==> config.mk <==
export PLATFORM = sky130hd
export DESIGN_NAME = captura_pin
export DESIGN_NICKNAME = d
export VERILOG_FILES = /design/src/rtl/captura_pin.sv
export SDC_FILE = /design/constraint.sdc
export NUM_CORES = 1
export LEC_CHECK = 0
export ABC_AREA = 0
export ABC_CLOCK_PERIOD_IN_PS = 2250
export BUFFER_PORTS_ARGS = -buffer_cell sky130_fd_sc_hd__buf_2
export CAP_MARGIN = 20
export CORE_AREA = 2 2 71 73
export DETAILED_ROUTE_END_ITERATION = 8
export DIE_AREA = 0 0 73 75
export RECOVER_POWER = 50
export SLEW_MARGIN = 20
export SYNTH_ARGS = -nofsm -noshare
export SYNTH_HDL_FRONTEND = slang
export SYNTH_SLANG_ARGS = --single-unit
==> constraint.sdc <==
create_clock -name Clk -period 2.25 [get_ports Clk]
set_input_delay 0.45 -clock Clk [delete_from_list [all_inputs] [get_ports Clk]]
set_output_delay 0.45 -clock Clk [all_outputs]
set_load 0.05 [all_outputs]
==> src/rtl/captura_pin.sv <==
// captura_pin: keypad capture front end for the parking-gate controller.
// Syncs, debounces and assembles a 2-digit BCD PIN with enter strobe.
module captura_pin #(
  parameter int DEBOUNCE = 4,
  parameter int TIMEOUT  = 1000,
  parameter int TW       = 10
) (
  input  logic       Clk,
  input  logic       Reset,
  input  logic [3:0] Tecla,
  input  logic       TeclaValida,
  input  logic       Vehiculo,
  input  logic       Bloqueo,
  output logic [7:0] Pin,
  output logic       enterPin,
  output logic [1:0] Digitos,
  output logic       ErrorTecla
);

  localparam int CW = $clog2(DEBOUNCE + 2);
  localparam logic [CW-1:0] DB_HIT = CW'(DEBOUNCE);
  localparam logic [CW-1:0] DB_MAX = CW'(DEBOUNCE + 1);
  localparam logic [TW-1:0] TO_HIT = TW'(TIMEOUT);

  typedef enum logic [2:0] {
    IDLE,
    D1,
    D2,
    LISTO,
    ENVIO
  } state_e;

  state_e        state_q, state_d;
  logic          s1_q, s2_q;
  logic [CW-1:0] db_q, db_d;
  logic [TW-1:0] tmo_q, tmo_d;
  logic [3:0]    d1_q, d1_d;
  logic [3:0]    d2_q, d2_d;
  logic [7:0]    pin_q, pin_d;
  logic          enter_q, enter_d;
  logic          err_q, err_d;
  logic [1:0]    dig_q, dig_d;

  logic press;
  logic abort;
  logic is_dig, is_clr, is_ent, is_bad;
  logic in_run;

  // two-flop synchroniser for the asynchronous key-held level
  always_ff @(posedge Clk or negedge Reset) begin
    if (!Reset) begin
      s1_q <= 1'b0;
      s2_q <= 1'b0;
    end else begin
      s1_q <= TeclaValida;
      s2_q <= s1_q;
    end
  end

  // debounce count saturates one past the hit so each hold fires once
  always_comb begin
    db_d = db_q;
    if (!s2_q) begin
      db_d = '0;
    end else if (db_q != DB_MAX) begin
      db_d = db_q + 1'b1;
    end
  end

  // debounce counter register
  always_ff @(posedge Clk or negedge Reset) begin
    if (!Reset) begin
      db_q <= '0;
    end else begin
      db_q <= db_d;
    end
  end

  assign press  = s2_q && (db_q == DB_HIT);
  assign abort  = !Vehiculo || Bloqueo;
  assign is_dig = (Tecla <= 4'd9);
  assign is_clr = (Tecla == 4'hA);
  assign is_ent = (Tecla == 4'hB);
  assign is_bad = (Tecla >= 4'hC);
  assign in_run = (state_q == D2) || (state_q == LISTO);

  // entry FSM: next state, digit storage, timeout and output pulses
  always_comb begin
    state_d = state_q;
    d1_d    = d1_q;
    d2_d    = d2_q;
    pin_d   = pin_q;
    enter_d = 1'b0;
    err_d   = 1'b0;
    dig_d   = dig_q;
    tmo_d   = '0;
    if (state_q == IDLE) begin
      dig_d = 2'd0;
      if (!abort) begin
        state_d = D1;
      end
    end else if (abort) begin
      state_d = IDLE;
      dig_d   = 2'd0;
    end else if (state_q == ENVIO) begin
      pin_d   = {d1_q, d2_q};
      enter_d = 1'b1;
      dig_d   = 2'd0;
      state_d = D1;
    end else if (press) begin
      unique case (1'b1)
        is_bad: begin
          err_d = 1'b1;
        end
        is_clr: begin
          dig_d   = 2'd0;
          state_d = D1;
        end
        is_ent: begin
          if (state_q == LISTO) begin
            state_d = ENVIO;
          end else begin
            err_d   = 1'b1;
            dig_d   = 2'd0;
            state_d = D1;
          end
        end
        is_dig: begin
          if (state_q == D1) begin
            d1_d    = Tecla;
            dig_d   = 2'd1;
            state_d = D2;
          end else if (state_q == D2) begin
            d2_d    = Tecla;
            dig_d   = 2'd2;
            state_d = LISTO;
          end else begin
            err_d = 1'b1;
          end
        end
        default: ;
      endcase
    end else if (in_run) begin
      if (tmo_q == TO_HIT) begin
        dig_d   = 2'd0;
        state_d = D1;
      end else begin
        tmo_d = tmo_q + 1'b1;
      end
    end
  end

  // FSM state, held digits and registered outputs
  always_ff @(posedge Clk or negedge Reset) begin
    if (!Reset) begin
      state_q <= IDLE;
      tmo_q   <= '0;
      d1_q    <= 4'd0;
      d2_q    <= 4'd0;
      pin_q   <= 8'h00;
      enter_q <= 1'b0;
      err_q   <= 1'b0;
      dig_q   <= 2'd0;
    end else begin
      state_q <= state_d;
      tmo_q   <= tmo_d;
      d1_q    <= d1_d;
      d2_q    <= d2_d;
      pin_q   <= pin_d;
      enter_q <= enter_d;
      err_q   <= err_d;
      dig_q   <= dig_d;
    end
  end

  assign Pin        = pin_q;
  assign enterPin   = enter_q;
  assign Digitos    = dig_q;
  assign ErrorTecla = err_q;

endmodule

==> impl_results.md <==
* Most frequent cells in the layout: dfrtp_1 (38), nand2_1 (33), buf_2 (18)
* TritonRoute pass-1 iters at 4
* Ys Warns at 0
* Setup ws final at 334 ps
* Final setup viols at 0
* Async SR Flop Fraction at 100%
* P_int at 935 uW
* H-tree Lvls at 2
* Crit Reg-Reg Startpoint: db_q[0]
* PD cells at 596 nW/um2
* Number of flops mapped to enable cells by yosys at 0
* Dpl ws at 358 ps
* Post-CTS setup buffer count at 0
* Clock sink total at 38
* Setup TNS at 0 ps
* Initial Util at 38.7%
* Synth unique cells at 41
* Clock root buffer: clkbuf_8
* Hold depth at 1
* Post-CTS Hold Buffers at 0
* Post-DP HPWL at 2320 um
* Worst Setup End Kind: flip-flop
* Mapped Area at 1800 um2
* Area Overhead vs Synth at 13.0%
* Outcome: finished, final reports clean
* Maximum VDD drop at 0.310 mV
* Top Metal Used: met4
* Die area at 5480 um2
* FF-to-FF setup slack at 330 ps
* Hold Path Sink: s1_q
* Rows at 25
* Seq pwr share at 58.1%
* Routed wl met3 at 91 um
* Highest Clock Rate at 0.522 GHz
* Setup crit start kind: flip-flop
* Die Y at 75 um
* Clock share of power at 35.8%
* Antenna violations before repair at 0
* # port buffers at 20
* Worst Path Arrival at 2090 ps
* Final-report hold violation count at 0
* Min-delay worst type: in2reg
* First-pass GRT wire length at 5550 um
* CP Class: reg2reg
* Top FF cell, synth: dfrtp_1
* RSZ-0062 raised after global routing: false
* Maximum clock path buffer count at 2
* Slew Limit Headroom at 39.2%
* Vias at 1258
* R2R Path End: Digitos[1]
* Power after layout at 1.21 mW
* Syn Inst Count at 173
* Number of placed I/O pins at 21
* Antenna Nets Post-Route at 0
* CTS tree: yes
* Worst-Skew Late Latency at 290 ps
* Net Sw Frac at 22.9%
* Crit Path Max Fanout at 5
* Yosys reg bits at 38
* Layout fillers at 455
* Register area share after synthesis at 52.8%
* Pins Over Slew Limit at 0
* Skew final at 10.0 ps
* Vias per cell at 4.99
* Max_cap viols at 0
* Syn_nets at 187
* Vias in the first global route at 1189
* Final net count at 212
* Die width at 73 um
* Combinational share of power at 6.1%
* Layout cells sized above 1 at 22.2%
* Drt first-iter violations at 59
* Commonest non-fill, non-tap cell in the layout: dfrtp_1
* Reg clk slew, reported paths at 70 ps
* Core Footprint at 4660 um2
* WL met2 at 1500 um
* # diodes at 0
* CP Data Required Time at 2420 ps
* P_leak at 0.987 nW
* Final worst-path cycle share at 85.1%
* Total gr overflow at 0
* Avg Inst Size Synth at 10.4 um2
* Largest net degree at the start of global routing at 39
* Gpl congestion at 0.817
* Switching power at 278 uW
* DRT met1 WL at 1600 um
* Util after Layout at 43.7%
* # DRC at 0
* Total CTS buffers at 5
* Post_cts resized at 0
* Post-Route WL at 3290 um
* WL per Instance at 13.0 um
* Reg2reg path depth at 7
* Hold path startpoint: TeclaValida
* Gr usage total at 13.7%
* Shortest period the worst path allows at 1920 ps
* Slew @ Worst Pin at 912 ps
-- critical path, cell delays in order (launching register included) --
cell,delay [ps]
dfrtp_1,380
inv_1,80
ha_1,200
and3_1,220
a211oi_1,340
a22oi_2,170
nand2_2,110
mux2_4,300
-- cells by family after synthesis --
kind of cell,count (synthesis),synth area share (%)
AND/OR/NAND/NOR,73,21.2
flip-flops,38,52.8
AO/OA/AOI/OAI,28,10.3
buffers and inverters,13,3.19
XOR/XNOR,8,3.89
multiplexers,8,5.14
adder cells (fa/ha/maj),5,3.47
-- layout make-up --
| type | count | area, um2 | share of cell area [%] |
|---|---|---|---|
| sequential | 38 | 951 | 46.7 |
| tap | 54 | 67.6 | 3.32 |
| inverter | 9 | 33.8 | 1.66 |
| timing repair buffer | 22 | 114 | 5.59 |
| clock buffer | 7 | 76.3 | 3.75 |
| multi-input combinational | 122 | 793 | 39.0 |
-- power groups by stage --
stage	clock network, mW	registers (mW)	logic, mW
6_report	0.434	0.705	0.0742
5_1_grt	0.484	0.707	0.0864
4_1_cts	0.454	0.705	0.0766
3_5_place_dp	0	0.718	0.0766
3_3_place_gp	0	0.718	0.0753
2_1_floorplan	0	0.713	0.0462
-- flip-flops by register name (all words and copies together) (netlist names) --
signal	count
tmo_q	10
Pin	8
d1_q	4
d2_q	4
db_q	3
state_q	3
Digitos	2
ErrorTecla	1
enterPin	1
s1_q	1
s2_q	1
-- routing by layer --
metal | track usage, % | up-vias
met3 | 4.15 | 10
li1 | - | 641
met2 | 19.2 | 17
met5 | 0 | -
met1 | 18.3 | 590
met4 | 9.05 | 0
-- synthesized netlist by cell type, drive strengths merged, types with 3 or more instances --
cell type	instances	area (um2)
a211oi	3	22.5
a21oi	7	35.0
and3	4	26.3
dfrtp	38	951
ha	5	62.6
inv	8	30.0
mux2	7	82.6
nand2	34	130
nand3	9	45.0
nor2	13	56.3
o21ai	9	45.0
xnor2	3	26.3
xor2	5	43.8
-- how the worst max path moves through the flow --
stage	from	end	cells after the start
after floorplan	db_q[0]	Digitos[1]	8
after global placement	Bloqueo	Digitos[1]	6
after detailed placement	Bloqueo	Digitos[1]	6
after CTS	db_q[0]	Digitos[1]	7
after global routing	db_q[0]	Digitos[1]	7
final	db_q[0]	Digitos[1]	7
-- stage by stage --
stage	hold slack [ps]	std cells	cell area (um2)
global placement	338	245	1960
floorplan	154	173	1800
detailed placement	343	245	1960
global route	245	252	2040
finish	269	252	2040
CTS	257	252	2040
(Power assumes the default switching activity.)
